<file path="config.mk">
export PLATFORM = sky130hd
export DESIGN_NAME = move_input_encoder_flat
export DESIGN_NICKNAME = d
export VERILOG_FILES = /design/src/rtl/move_input_encoder_if.sv /design/src/rtl/move_input_encoder.sv /design/src/flat_wrapper.sv
export SDC_FILE = /design/constraint.sdc
export NUM_CORES = 1
export LEC_CHECK = 0
export BUFFER_PORTS_ARGS = -buffer_cell sky130_fd_sc_hd__buf_2
export CORE_ASPECT_RATIO = 1.75
export CORE_UTILIZATION = 45
export DETAILED_ROUTE_END_ITERATION = 7
export GPL_TIMING_DRIVEN = 0
export PLACE_DENSITY = 0.62
export SLEW_MARGIN = 20
export SYNTH_ARGS = -nofsm -noshare
export SYNTH_HDL_FRONTEND = slang
export SYNTH_SLANG_ARGS = --single-unit
</file>
<file path="constraint.sdc">
create_clock -name clock -period 1.65 [get_ports clock]
set_input_delay 0.0825 -clock clock [delete_from_list [all_inputs] [get_ports clock]]
set_output_delay 0.0825 -clock clock [all_outputs]
set_load 0.1 [all_outputs]
</file>
<file path="src/rtl/move_input_encoder_if.sv">
`default_nettype none
// +--------------------------------------------------------------------------+
// | move_input_encoder_if                                                     |
// | Raw board buttons in, position-code strobe and multi-press strobe out.   |
// | Rev 1.0 - initial release                                                 |
// +--------------------------------------------------------------------------+
interface move_input_encoder_if;
  logic [8:0] buttons;
  logic [3:0] move_code;
  logic       move_valid;
  logic       multi_press_err;

  modport master (
    output buttons,
    input  move_code,
    input  move_valid,
    input  multi_press_err
  );

  modport slave (
    input  buttons,
    output move_code,
    output move_valid,
    output multi_press_err
  );
endinterface
`default_nettype wire

</file>
<file path="src/rtl/move_input_encoder.sv">
`default_nettype none
// +--------------------------------------------------------------------------+
// | move_input_encoder                                                        |
// | Synchronises and debounces 9 cell buttons, emits one position code per   |
// | press. Optional ERR_COUNT_EN adds a saturating multi-press counter.      |
// | Rev 1.0 - initial release                                                 |
// +--------------------------------------------------------------------------+
module move_input_encoder #(
  parameter int DEBOUNCE_CYCLES = 4,
  parameter int CNT_W           = 5
) (
  input  wire logic           clock,
  input  wire logic           reset,
  move_input_encoder_if.slave bus
`ifdef ERR_COUNT_EN
  ,
  output logic [7:0]          err_count
`endif
);

  localparam logic [CNT_W-1:0] c_CNT_LAST = CNT_W'(DEBOUNCE_CYCLES - 1);

  localparam logic [1:0] S_IDLE         = 2'd0;
  localparam logic [1:0] S_EMIT         = 2'd1;
  localparam logic [1:0] S_WAIT_RELEASE = 2'd2;

  logic [8:0]       r_sync1;
  logic [8:0]       r_sync2;
  logic [8:0]       r_deb;
  logic [CNT_W-1:0] r_cnt [9];

  logic [1:0]       r_state;
  logic [1:0]       w_state_nxt;
  logic [3:0]       r_move_code;
  logic             r_move_valid;
  logic             r_multi_err;
  logic [3:0]       w_move_code_nxt;
  logic             w_move_valid_nxt;
  logic             w_multi_err_nxt;

  logic             w_deb_any;
  logic             w_deb_onehot;
  logic [3:0]       w_deb_code;

  always_ff @(posedge clock) begin
    if (reset) begin
      r_sync1 <= '0;
      r_sync2 <= '0;
    end else begin
      r_sync1 <= bus.buttons;
      r_sync2 <= r_sync1;
    end
  end

  // A bit flips only after DEBOUNCE_CYCLES consecutive disagreeing samples.
  always_ff @(posedge clock) begin
    if (reset) begin
      r_deb <= '0;
      for (int i = 0; i < 9; i++) begin
        r_cnt[i] <= '0;
      end
    end else begin
      for (int i = 0; i < 9; i++) begin
        if (r_sync2[i] == r_deb[i]) begin
          r_cnt[i] <= '0;
        end else if (r_cnt[i] == c_CNT_LAST) begin
          r_deb[i] <= ~r_deb[i];
          r_cnt[i] <= '0;
        end else begin
          r_cnt[i] <= r_cnt[i] + CNT_W'(1);
        end
      end
    end
  end

  assign w_deb_any    = |r_deb;
  assign w_deb_onehot = w_deb_any && ((r_deb & (r_deb - 9'd1)) == 9'd0);

  always_comb begin
    w_deb_code = 4'd0;
    for (int i = 0; i < 9; i++) begin
      if (r_deb[i]) begin
        w_deb_code = 4'(i + 1);
      end
    end
  end

  always_ff @(posedge clock) begin
    if (reset) begin
      r_state      <= S_IDLE;
      r_move_code  <= 4'd0;
      r_move_valid <= 1'b0;
      r_multi_err  <= 1'b0;
    end else begin
      r_state      <= w_state_nxt;
      r_move_code  <= w_move_code_nxt;
      r_move_valid <= w_move_valid_nxt;
      r_multi_err  <= w_multi_err_nxt;
    end
  end

  always_comb begin
    w_state_nxt = r_state;
    case (r_state)
      S_IDLE: begin
        if (w_deb_onehot) begin
          w_state_nxt = S_EMIT;
        end else if (w_deb_any) begin
          w_state_nxt = S_WAIT_RELEASE;
        end
      end
      S_EMIT:         w_state_nxt = S_WAIT_RELEASE;
      S_WAIT_RELEASE: begin
        if (!w_deb_any) begin
          w_state_nxt = S_IDLE;
        end
      end
      default:        w_state_nxt = S_IDLE;
    endcase
  end

  // Next-cycle output values; strobes only ever originate from IDLE.
  always_comb begin
    w_move_code_nxt  = 4'd0;
    w_move_valid_nxt = 1'b0;
    w_multi_err_nxt  = 1'b0;
    if (r_state == S_IDLE) begin
      if (w_deb_onehot) begin
        w_move_code_nxt  = w_deb_code;
        w_move_valid_nxt = 1'b1;
      end else if (w_deb_any) begin
        w_multi_err_nxt  = 1'b1;
      end
    end
  end

  assign bus.move_code       = r_move_code;
  assign bus.move_valid      = r_move_valid;
  assign bus.multi_press_err = r_multi_err;

`ifdef ERR_COUNT_EN
  logic [7:0] r_err_count;

  always_ff @(posedge clock) begin
    if (reset) begin
      r_err_count <= 8'd0;
    end else if (w_multi_err_nxt && (r_err_count != 8'hFF)) begin
      r_err_count <= r_err_count + 8'd1;
    end
  end

  assign err_count = r_err_count;
`endif

endmodule
`default_nettype wire

</file>
<file path="src/flat_wrapper.sv">
// flat-port wrapper written by rule: the top's interface ports become plain ports
module move_input_encoder_flat 
#(
  parameter int DEBOUNCE_CYCLES = 4,
  parameter int CNT_W           = 5
)
  (clock, reset, bus_buttons, bus_move_code, bus_move_valid, bus_multi_press_err);
  move_input_encoder_if bus_i ();
  input  wire logic clock;
  input  wire logic reset;
  input wire logic [$bits(bus_i.buttons)-1:0] bus_buttons;
  output wire logic [$bits(bus_i.move_code)-1:0] bus_move_code;
  output wire logic [$bits(bus_i.move_valid)-1:0] bus_move_valid;
  output wire logic [$bits(bus_i.multi_press_err)-1:0] bus_multi_press_err;
  assign bus_i.buttons = bus_buttons;
  assign bus_move_code = bus_i.move_code;
  assign bus_move_valid = bus_i.move_valid;
  assign bus_multi_press_err = bus_i.multi_press_err;
  move_input_encoder #(.DEBOUNCE_CYCLES(DEBOUNCE_CYCLES), .CNT_W(CNT_W)) u_core (.clock(clock), .reset(reset), .bus(bus_i));
endmodule
</file>
# After elaboration in Yosys (flattened, before gate mapping)
# Memory sizes are Yosys's and may differ from the RTL's.
# Cells that the tools add are included.
# op_classes
n_addsub	10
n_eq_ne	22
mux	143
bitwise	48
reduce_logical	18
# op_table
op	count
2-to-1 mux 5 bit	27
2-to-1 mux 1 bit	104
adder 5 x 1 -> 5 bit, second input constant	9
equality test 5 x 2 -> 1 bit, second input constant	9
bitwise OR 1 bit	27
NOT 1 bit	20
AND reduction 2 bit	10
2-to-1 mux 3 bit	4
2-to-1 mux 2 bit	5
bitwise AND 9 bit	1
equality test 1 bit	9
zero test 9 bit	1
OR reduction 9 bit	1
subtractor 9 x 1 -> 9 bit, second input constant	1
2-to-1 mux 4 bit	2
case mux 2 bit (3 select lines)	1
OR reduction 3 bit	2
OR reduction 5 bit	1
!= test 3 x 1 -> 1 bit, second input constant	1
equality test 2 x 1 -> 1 bit, second input constant	1
equality test 2 bit, second input constant	1
zero test 2 bit	1
!= test 2 bit, second input constant	1
OR reduction 2 bit	1
logical AND 1 bit	1
# totals
reg_bits	35
ram_bits	45
mem_count	1
# memory_table
memory	depth	word_bits	rd	rd_clocked_by_memory_dff	write_ports	line_no	text
u_core.r_cnt	9	5	9	0	9	move_input_encoder.sv:30	logic [CNT_W-1:0] r_cnt [9];

# Depth between registers and ports, before layout
# logic_depth
depth_word	9
depth_mapped	6
ltp_nobuf	5

# Worst setup path before layout
# Ideal clock, no wire load.
# synth_timing
kind	register to register
startpoint	register u_core.r_deb[5]
endpoint	register u_core.r_move_code[2], in the netlist u_core.bus.move_code[2]
setup_time_ps	57
arrival_time_ps	1539
t_required_ps	1593
slack_ps	54
path_stages_with_launch	7
n_path_buf	1
cell_sequence	dfxtp_1 -> buf_4 -> maj3_1 -> nor4_2 -> o31ai_2 -> nor4_2 -> o41a_2
# synth_between
elab_chain_len	6
# synth_lines
element	line_no	text
start: declaration	move_input_encoder.sv:29	logic [8:0] r_deb;
start signal: indexed assignment	move_input_encoder.sv:67	r_deb[i] <= ~r_deb[i];
subtractor 9 x 1 -> 9 bit	move_input_encoder.sv:77	assign w_deb_onehot = w_deb_any && ((r_deb & (r_deb - 9'd1)) == 9'd0);
bitwise AND 9 bit	move_input_encoder.sv:77	
zero test 9 bit	move_input_encoder.sv:77	
logical AND 1 bit	move_input_encoder.sv:77	
NOT 1 bit (no source line)	--	
OR reduction 5 bit (no source line)	--	
end signal: assignment	move_input_encoder.sv:96	r_move_code <= w_move_code_nxt;
end: declaration	move_input_encoder.sv:34	logic [3:0] r_move_code;
# Parallel ways exist; a longest one is shown, timed or not.
# A chain may end at the register's enable or synchronous reset.

# Worst setup path in the final report
# layout_timing
startpoint	register u_core.r_deb[3]
endpoint	register u_core.r_multi_err, in the netlist u_core.bus.multi_press_err
# layout_between
elab_chain_len	5
# layout_lines
element	line_no	text
subtractor 9 x 1 -> 9 bit	move_input_encoder.sv:77	
bitwise AND 9 bit	move_input_encoder.sv:77	
zero test 9 bit	move_input_encoder.sv:77	
logical AND 1 bit	move_input_encoder.sv:77	
OR reduction 3 bit (no source line)	--	
end signal: assignment	move_input_encoder.sv:98	r_multi_err <= w_multi_err_nxt;
end: declaration	move_input_encoder.sv:36	logic r_multi_err;
# Parallel ways exist; a longest one is shown, timed or not.

==> impl_results.md <==
* Status: finished, violations left
* Failing checks: setup timing
* Pre-CTS setup slack at -86.6 ps
* R2r setup slk at -5 ps
* FILL cells at approximately 680
* CTS Buf Count at 9
* N_diodes at 0
* VDD IR max at around 0.65 mV
* Post-synthesis cell count at between 300 and 400
* Critical path class: reg -> reg
* 1st-iter DRT viols at slightly below 60
* Switching pwr at 850 uW
* Asr flop ratio synth at 0%
* Relative slew slack at between 60 and 70%
* Total GRT Usage at 15.1%
* Die area at just over 0.008 sq mm
* Max Slew Vio Count at 0
* GRT overflow at 0
* Final nets at slightly above 400
* Worst-margin pin slew at ~530 ps
* Worst-Skew Late Latency at approximately 330 ps
* Initial core utilization at between 40% and 50%
* Synth Cell Area at about 0.0035 sq mm
* Leakage at roughly 0.0017 uW
* First-pass GRT wire length at a little under 10000 microns
* Critical path endpoint category: register
* Chip Width at 69.0 microns
* Synth top cells by count: 61 x nor2_1, 45 x edfxtp_1, 35 x dfxtp_1
* Pre-Repair DR Iteration Count at 4
* DRT antenna net count at 0
* CTS max path bufs at 2
* WL final at approximately 5800 microns
* Clk pwr share at 41.6%
* Post-route minimum period at ~1700 ps
* Die Height at 119 microns
* Skew final at 5.93 ps
* Flop pwr share at a little over half
* Area Overhead vs Synth at 24.0%
* CP Max Fanout at 4
* Arrival @ worst endpoint at around 1900 ps
* DR vias at ~2300
* Sequential fraction of the synthesis area at a little under 60%
* Part of the cycle the worst path needs at 100%
* Most used flip-flop cell after synthesis: edfxtp_1
* Vias in the first global route at ~2400
* Reg2reg end: u_core.bus.multi_press_err
* CP startpoint: u_core.r_deb[3]
* Detailed-placement wirelength estimate at 4020 microns
* RSZ-0062 raised after global routing: true
* CP required at between 1500 and 2000 ps
* Final setup fails at 1
* Most numerous cell in the Yosys netlist: nor2_1
* Count of unique library cells instantiated by Yosys at 40
* R2R Path Start: u_core.r_deb[3]
* Post-route DRC violation count at 0
* Post-DR vias/cell at roughly 4.8
* Logic gate share of total power at slightly below 5%
* # IOs at 17
* CP Launch Type: register
* Post-synthesis register bit count at 80
* Max cap viols at 0
* Top-area cell type share of the netlist area at 38.2%
* Row cnt at 42
* TritonCTS clock tree: done
* Pin count of the biggest net entering global routing at 13
* Fmax at roughly 600 MHz
* Power Dens Cells at roughly 950 mW/mm^2
* Initial antenna violation count at 0
* Root buffer cell: clkbuf_16
* Post-synth top area cell: edfxtp_1
* Critical Path Sink: u_core.bus.multi_press_err
* HP Class: in -> reg
* PnR Total Power at ~4200 uW
* Switching power share of the total at 20.4%
* Worst R2R Path Depth at 5
* Port bufs at 15
* Htree depth at 3
* EDFF count, synth at 45
* Share of cells above drive strength 1 at ~17%
* CTS clk-pin slew, worst paths at about 60 ps
* Synth warnings at 0
* Hold Vio Cnt, Final at 0
* Setup ws final at -5.40 ps
* Routed wire per std cell at around 12 microns
* Ranking of synthesized cells by area: edfxtp_1 38%, dfxtp_1 20%, nor2_1 6.5%, xnor2_1 4.9%, xor2_1 4.5%
* GPL Wtd Cong at between 0.7 and 0.8
* CTS sink count at 80
* Cell Int Power at around 3300 uW
* Core box area at around 0.0076 sq mm
* Post-Syn Area per Cell at 11.4 sq um
logic make-up after synthesis:
family	Yosys count	synth area share (%)
XOR/XNOR	38	9.40
multiplexers	7	1.98
other	1	0.106
flip-flops	80	58.0
buffers and inverters	22	2.72
AO/OA/AOI/OAI	20	4.49
AND/OR/NAND/NOR	132	19.9
adder cells (fa/ha/maj)	10	3.46
layer usage:
metal	share of wire [%]	wire, microns	up-vias	global-route usage (%)
met5	0	0	-	0
met4	2.8	160	0	8.80
met3	3.0	175	14	3.89
met2	53	3090	27	27.2
met1	41	2350	1068	15.3
li1	-	-	1188	-
flip-flops by register name, summed over array words and instances, names as in the netlist:
signal,cells
u_core.r_cnt,45
u_core.r_deb,9
u_core.r_sync1,9
u_core.r_sync2,9
u_core.bus.move_code,4
u_core.r_state,2
u_core.bus.move_valid,1
u_core.bus.multi_press_err,1
power by group through the flow:
stage,clock network (uW),registers (uW),logic [uW]
2_1_floorplan,0,2260,138
3_3_place_gp,0,2270,177
3_5_place_dp,0,2270,178
4_1_cts,1810,2230,199
5_1_grt,1870,2240,237
6_report,1740,2230,206
area by class of cell:
cell class	count	area (sq um)	share of cell area, %
Sequential cell	80	2060	47.0
Multi-Input combinational cell	252	1680	38.2
Clock buffer	14	254	5.79
Timing Repair Buffer	30	210	4.79
Tap cell	88	110	2.51
Inverter	11	41.3	0.940
Buffer	7	28.8	0.655
Clock inverter	1	5.00	0.114
placed cells by master (no fill, tap or decap), types with 11 or more instances in the layout:
| master | instances |
|---|---|
| dfxtp_1 | 31 |
| buf_2 | 17 |
| nor2b_1 | 18 |
| inv_1 | 11 |
| nand3_1 | 18 |
| edfxtp_1 | 45 |
| xor2_1 | 18 |
| xnor2_1 | 20 |
| nor2_1 | 61 |
| conb_1 | 45 |
through the flow:
stage | TNS (ps) | instances | cell area, sq um | utilization [%] | hold WS, ps
floorplan | 0 | 354 | 3700 | - | 211
global placement | -207 | 457 | 3890 | 51.4 | 292
detailed placement | -560 | 457 | 3890 | 51.4 | 297
CTS | -21.5 | 483 | 4300 | 56.9 | 191
global route | -230 | 483 | 4390 | 58.0 | 203
finish | -5.40 | 483 | 4390 | 58.0 | 169
worst max-delay path: stages (launching register included):
cell and delay [ps]:
dfxtp_4 370, nor4_4 360, a21oi_2 110, or3_4 340, a21oi_2 150, and3b_1 210
worst min-delay path by stage:
stage	startpoint	endpoint	slack, ps	cells past startpoint
final	reset	u_core.r_sync1[3]	170	2
after global routing	reset	u_core.r_sync2[6]	200	2
after CTS	reset	u_core.r_sync1[3]	190	2
after detailed placement	bus_buttons[4]	u_core.r_sync1[4]	300	2
after global placement	bus_buttons[2]	u_core.r_sync1[2]	290	2
after floorplan	bus_buttons[0]	u_core.r_sync1[0]	210	1
repair_timing:
item	CTS	global route
resized for setup	11	16
endpoints found under the hold margin	9	0
pin swaps	6	7
buffers inserted	4	2
cloned	0	0
hold buffers	9	0
endpoints found under the setup margin	15	45
No activity file was read; power rests on OpenSTA's default activity.
